[src/rtl/watch_setter_pkg.sv]
// Shared types and constants for the watch time-setting controller.
// Holds the FSM state encoding, edit_field codes, bin_watch slice positions and wrap helpers.
package watch_setter_pkg;

  typedef enum logic [2:0] {
    ST_IDLE,
    ST_SET_HOUR,
    ST_SET_MIN,
    ST_SET_SEC,
    ST_COMMIT
  } state_t;

  localparam logic [1:0] FIELD_NONE = 2'd0;
  localparam logic [1:0] FIELD_HOUR = 2'd1;
  localparam logic [1:0] FIELD_MIN  = 2'd2;
  localparam logic [1:0] FIELD_SEC  = 2'd3;

  localparam int BIN_W    = 17;
  localparam int HOUR_MSB = 16;
  localparam int HOUR_LSB = 12;
  localparam int MIN_MSB  = 11;
  localparam int MIN_LSB  = 6;
  localparam int SEC_MSB  = 5;
  localparam int SEC_LSB  = 0;

  // Compare-based wrap: anything at or above max (including out-of-range loads) becomes 0.
  function automatic logic [4:0] inc_wrap5(input logic [4:0] val, input logic [4:0] max);
    return (val >= max) ? 5'd0 : val + 5'd1;
  endfunction

  function automatic logic [5:0] inc_wrap6(input logic [5:0] val, input logic [5:0] max);
    return (val >= max) ? 6'd0 : val + 6'd1;
  endfunction

endpackage

[src/rtl/watch_setter_btn_edge.sv]
// Registered rising-edge detector for one debounced button level.
// The detector stays disarmed after reset until the button has been seen low.
module btn_edge
  import watch_setter_pkg::*;
(
  input  logic clk,
  input  logic rst,
  input  logic i_btn,
  output logic o_rise
);

  logic r_prev;
  logic r_armed;
  logic r_rise;

  always_ff @(posedge clk or negedge rst) begin
    if (!rst) begin
      r_prev  <= 1'b0;
      r_armed <= 1'b0;
      r_rise  <= 1'b0;
    end else begin
      r_prev  <= i_btn;
      r_armed <= r_armed | ~i_btn;
      r_rise  <= i_btn & ~r_prev & r_armed;
    end
  end

  assign o_rise = r_rise;

endmodule

[src/rtl/watch_setter.sv]
// Time-setting controller: captures the running time, lets the user step through
// hour/minute/second with mode/up buttons, and emits a one-cycle load strobe on commit.
module watch_setter
  import watch_setter_pkg::*;
#(
  parameter int HOUR_MAX   = 23,
  parameter int MINSEC_MAX = 59
) (
  input  logic             clk,
  input  logic             rst,
  input  logic             en_1hz,
  input  logic             btn_mode,
  input  logic             btn_up,
  input  logic             btn_cancel,
  input  logic [4:0]       hour,
  input  logic [5:0]       minute,
  input  logic [5:0]       second,
  output logic [BIN_W-1:0] bin_watch,
  output logic             set_watch,
  output logic [1:0]       edit_field,
  output logic             blink
);

  localparam logic [4:0] LP_HMAX = 5'(HOUR_MAX);
  localparam logic [5:0] LP_MMAX = 6'(MINSEC_MAX);

  logic [2:0] w_btn;
  logic [2:0] w_evt;
  logic       w_mode;
  logic       w_up;
  logic       w_cancel;
  logic [4:0] w_hour_inc;
  logic [5:0] w_min_inc;
  logic [5:0] w_sec_inc;

  state_t           r_state;
  logic [BIN_W-1:0] r_bin;
  logic             r_set;
  logic [1:0]       r_field;
  logic             r_blink;

  assign w_btn = {btn_cancel, btn_up, btn_mode};

  generate
    for (genvar gi = 0; gi < 3; gi++) begin : g_edge
      btn_edge u_edge (
        .clk   (clk),
        .rst   (rst),
        .i_btn (w_btn[gi]),
        .o_rise(w_evt[gi])
      );
    end
  endgenerate

  assign w_mode   = w_evt[0];
  assign w_up     = w_evt[1];
  assign w_cancel = w_evt[2];

  assign w_hour_inc = inc_wrap5(r_bin[HOUR_MSB:HOUR_LSB], LP_HMAX);
  assign w_min_inc  = inc_wrap6(r_bin[MIN_MSB:MIN_LSB], LP_MMAX);
  assign w_sec_inc  = inc_wrap6(r_bin[SEC_MSB:SEC_LSB], LP_MMAX);

  // Priority within a SET_* state: cancel, then mode, then up, then the blink tick.
  always_ff @(posedge clk or negedge rst) begin
    if (!rst) begin
      r_state <= ST_IDLE;
      r_bin   <= '0;
      r_set   <= 1'b0;
      r_field <= FIELD_NONE;
      r_blink <= 1'b0;
    end else begin
      r_set <= 1'b0;
      case (r_state)
        ST_IDLE: begin
          r_field <= FIELD_NONE;
          r_blink <= 1'b0;
          if (w_mode) begin
            r_bin   <= {hour, minute, second};
            r_state <= ST_SET_HOUR;
            r_field <= FIELD_HOUR;
          end
        end
        ST_SET_HOUR, ST_SET_MIN, ST_SET_SEC: begin
          if (w_cancel) begin
            r_state <= ST_IDLE;
            r_field <= FIELD_NONE;
            r_blink <= 1'b0;
          end else if (w_mode) begin
            r_blink <= 1'b0;
            if (r_state == ST_SET_HOUR) begin
              r_state <= ST_SET_MIN;
              r_field <= FIELD_MIN;
            end else if (r_state == ST_SET_MIN) begin
              r_state <= ST_SET_SEC;
              r_field <= FIELD_SEC;
            end else begin
              r_state <= ST_COMMIT;
              r_field <= FIELD_NONE;
              r_set   <= 1'b1;
            end
          end else if (w_up) begin
            r_blink <= 1'b0;
            if (r_state == ST_SET_HOUR) begin
              r_bin[HOUR_MSB:HOUR_LSB] <= w_hour_inc;
            end else if (r_state == ST_SET_MIN) begin
              r_bin[MIN_MSB:MIN_LSB] <= w_min_inc;
            end else begin
              r_bin[SEC_MSB:SEC_LSB] <= w_sec_inc;
            end
          end else if (en_1hz) begin
            r_blink <= ~r_blink;
          end
        end
        ST_COMMIT: begin
          r_state <= ST_IDLE;
          r_field <= FIELD_NONE;
          r_blink <= 1'b0;
        end
        default: begin
          r_state <= ST_IDLE;
          r_field <= FIELD_NONE;
          r_blink <= 1'b0;
        end
      endcase
    end
  end

  assign bin_watch  = r_bin;
  assign set_watch  = r_set;
  assign edit_field = r_field;
  assign blink      = r_blink;

endmodule

[config.mk]
export PLATFORM = sky130hd
export DESIGN_NAME = watch_setter
export DESIGN_NICKNAME = d
export VERILOG_FILES = /design/src/rtl/watch_setter_pkg.sv /design/src/rtl/watch_setter_btn_edge.sv /design/src/rtl/watch_setter.sv
export SDC_FILE = /design/constraint.sdc
export NUM_CORES = 1
export LEC_CHECK = 0
export ABC_AREA = 1
export BUFFER_PORTS_ARGS = -buffer_cell sky130_fd_sc_hd__clkbuf_2
export CAP_MARGIN = 40
export CORE_MARGIN = 1.5
export CORE_UTILIZATION = 48
export DETAILED_ROUTE_END_ITERATION = 7
export GPL_TIMING_DRIVEN = 0
export PLACE_DENSITY = 0.76
export SLEW_MARGIN = 15
export SYNTH_ARGS = -nofsm -noshare
export SYNTH_HDL_FRONTEND = slang
export SYNTH_SLANG_ARGS = --single-unit
[constraint.sdc]
create_clock -name clk -period 1.2 [get_ports clk]
set_input_delay 0.06 -clock clk [delete_from_list [all_inputs] [get_ports clk]]
set_output_delay 0.06 -clock clk [all_outputs]
set_load 0.005 [all_outputs]
==> summary.md <==
| Metric | Value |
|---|---|
| Status | `finished with violations` |
| Failing checks | `negative setup slack` |
| Detailed Place HPWL | `2.77 mm` |
| Leak | `1.34 nW` |
| Inserted Clock Buffers | `5` |
| Netlist cell types | `28` |
| Die Ht | `64.7 um` |
| Critical path peak fanout | `6` |
| Grt ovf | `0` |
| Final Setup Violations | `24` |
| CTS tree | `built` |
| Final layout net count | `334` |
| CTS Buffer Depth | `2` |
| Buffers on Ports | `43` |
| Reg clk slew, reported paths | `0.07 ns` |
| Net Count, Synth | `268` |
| Drt initial violations | `122` |
| Met3 Usage GRT | `6.60%` |
| Pin count of the biggest net entering global routing | `34` |
| Reg area | `830 um^2` |
| Core Box Area | `3660 um^2` |
| Worst-Skew Late Latency | `0.29 ns` |
| Initial antenna violation count | `0` |
| Clk_skew | `0.00453 ns` |
| Initial DRT Pass Iterations | `4` |
| Register area share after synthesis | `45.3%` |
| HP Class | `input port to flip-flop` |
| DR vias | `1769` |
| Startpoint types | `flip-flop` |
| Rows | `22` |
| Layout area overhead | `34.2%` |
| Root Driver | `clkbuf_8` |
| Share of cells above drive strength 1 | `31.7%` |
| Max_cap viols | `0` |
| Met2 global-route usage | `36.6%` |
| Die area | `4180 um^2` |
| Clock Sinks | `33` |
| Largest cells by area after synthesis | `dfrtp_1 45%, nand2_1 22%, inv_1 4.3%` |
| Post-layout minimum cycle time | `1.39 ns` |
| Gr usage total | `21.5%` |
| RSZ-0062 raised after global routing | `yes` |
| WP data arrival | `1.62 ns` |
| Syn avg cell area | `7.54 um^2` |
| H-tree Lvls | `2` |
| CP Class | `flip-flop to flip-flop` |
| Post-synth top area cell | `dfrtp_1` |
| Area of the multi-input gates | `943 um^2` |
| Detail Route Antenna Nets | `0` |
| Global-route wire length before repair | `6.90 mm` |
| Vias per cell | `4.96` |
| Initial Util | `49.8%` |
| Die width | `64.7 um` |
| I/O pin total | `44` |
| Hold Fails Final Rpt | `0` |
| Post-synthesis cell count | `242` |
| Max frequency | `0.719 GHz` |
| Met1 usage | `25.9%` |
| Power per cell area | `2640 nW/um^2` |
| Post-synth top area share | `45.3%` |
| Seq cells post-synth | `33` |
| Post-DR wirelength/cell | `11.4 um` |
| DP Area | `2110 um^2` |
| Vias in the first global route | `1646` |
| Worst slew margin | `72.5%` |
| DRC viols | `0` |
| Maximum vdd ir drop | `1.32 mV` |
| Warnings, synthesis | `0` |
| Synth Cell Area | `1820 um^2` |
| Fin crit share | `116%` |
| Setup WS post-layout | `-0.191 ns` |
| Fill count | `322` |
| Final GP Congestion | `0.813` |
| Worst slew pin tran | `0.413 ns` |
| Final Max Slew Viols | `0` |
| Crit path required time | `1.43 ns` |
| Top Usage Layer GRT | `met2` |
| Diodes inserted | `0` |
| Post-Route WL | `4.07 mm` |
| Final Instance Area | `2450 um^2` |
| Critical path capture point type | `flip-flop` |
| Fin util | `66.8%` |
==> stage by stage <==
step	cells	hold slack, ns	TNS (ns)	total power [mW]	setup WS, ns
2_1_floorplan	242	-0.236	-0.375	3.99	-0.0315
3_3_place_gp	333	0.195	-2.91	4.77	-0.190
3_5_place_dp	333	0.194	-3.55	4.86	-0.211
4_1_cts	353	0.0561	-2.86	6.31	-0.154
5_1_grt	357	0.0760	-5.46	7.03	-0.261
6_report	357	0.0606	-3.48	6.46	-0.191
==> placed cells by master (no fill, tap or decap), types with 8 or more instances in the layout <==
| cell | count |
|---|---|
| nor2_1 | 10 |
| o21ai_0 | 10 |
| inv_1 | 19 |
| nand3_1 | 14 |
| clkbuf_2 | 43 |
| nand2_2 | 8 |
| buf_4 | 11 |
| nand2_1 | 100 |
| dfrtp_1 | 30 |
==> cells by family (layout without fill, tap and decap cells) <==
family                     count (synthesis)  count (layout)  share of synthesized area [%]
and+or+nand+nor                          153             153                           38.3
DFF                                       33              33                           45.3
buffers and inverters                     28              95                           6.38
AOI/OAI and AO/OA                         23              23                           7.06
adders and majority gates                  3               3                           2.06
xor gates and xnor gates                   2               2                          0.960
==> worst max-delay path, cell delays in order (launching register included) <==
cell and delay, ns:
dfrtp_1 0.40, inv_2 0.12, nand2_4 0.08, nand2_4 0.09, buf_6 0.13, nand2_4 0.06, nand2_8 0.10, nand2_4 0.08
nor2_8 0.15, nand2_1 0.07, nand2_1 0.06
==> synth_stat cells <==
master	n
o21ai_2	1
nand2_4	3
o21bai_1	3
a21oi_1	3
o21ai_0	13
dfrtp_1	33
xor2_1	2
clkbuf_1	1
nand2_8	1
buf_2	1
nor2_2	1
nand3_2	1
nand2_1	108
nand3_4	1
inv_4	1
nor3_1	1
nand3_1	14
ha_1	3
buf_6	1
inv_2	3
nor4_1	2
inv_1	21
nand4_1	6
nor2_1	11
a211oi_1	1
o21ai_1	2
nand2_2	3
nor2_8	1
==> worst paths after layout <==
check | startpoint | end | slack, ns | cells past startpoint
min in group asynchronous | rst | bin_watch[16] | 0.23 | 2
max in group asynchronous | rst | bin_watch[12] | 0.53 | 3
min | minute[1] | bin_watch[7] | 0.06 | 5
min reg2reg | g_edge[0].u_edge.r_prev | g_edge[0].u_edge.o_rise | 0.40 | 1
max reg2reg | r_state[2] | bin_watch[1] | -0.19 | 10
max | r_state[2] | bin_watch[1] | -0.19 | 10
==> flip-flops by register name, indices dropped and copies added (netlist names) <==
name and count:
g_edge.u_edge.r_armed 3, blink 1, set_watch 1, g_edge.u_edge.r_prev 3, edit_field 2, g_edge.u_edge.o_rise 3, bin_watch 17, r_state 3
==> power breakdown <==
part           switching (mW)  internal (mW)  leakage (nW)
clock                   0.450          0.621        0.0543
sequential              0.424           1.48         0.401
combinational            2.05           1.44         0.881
==> repair_timing <==
item,CTS,global route
hold buffers,5,0
gates cloned,0,0
endpoints found under the setup margin,24,24
setup buffers,7,4
pin swaps,11,5
endpoints found under the hold margin,42,0
gates resized for setup,17,9
==> per-layer routing <==
layer  share of wire [%]  up-vias
met5                   0        -
met1                  46      810
met3                 5.8        5
li1                    -      898
met2                  47       56
met4                 1.4        0
==> cell type report <==
cell class                 instances  area share (%)
sequential                        33            33.9
clock buffer                       5            2.81
timing repair buffer              60            15.5
clock inverter                     3            1.89
buffer                             2           0.767
tap                               48            2.45
multi-input combinational        181            38.5
inverter                          25            4.14
Power figures use the tool's default switching activity.
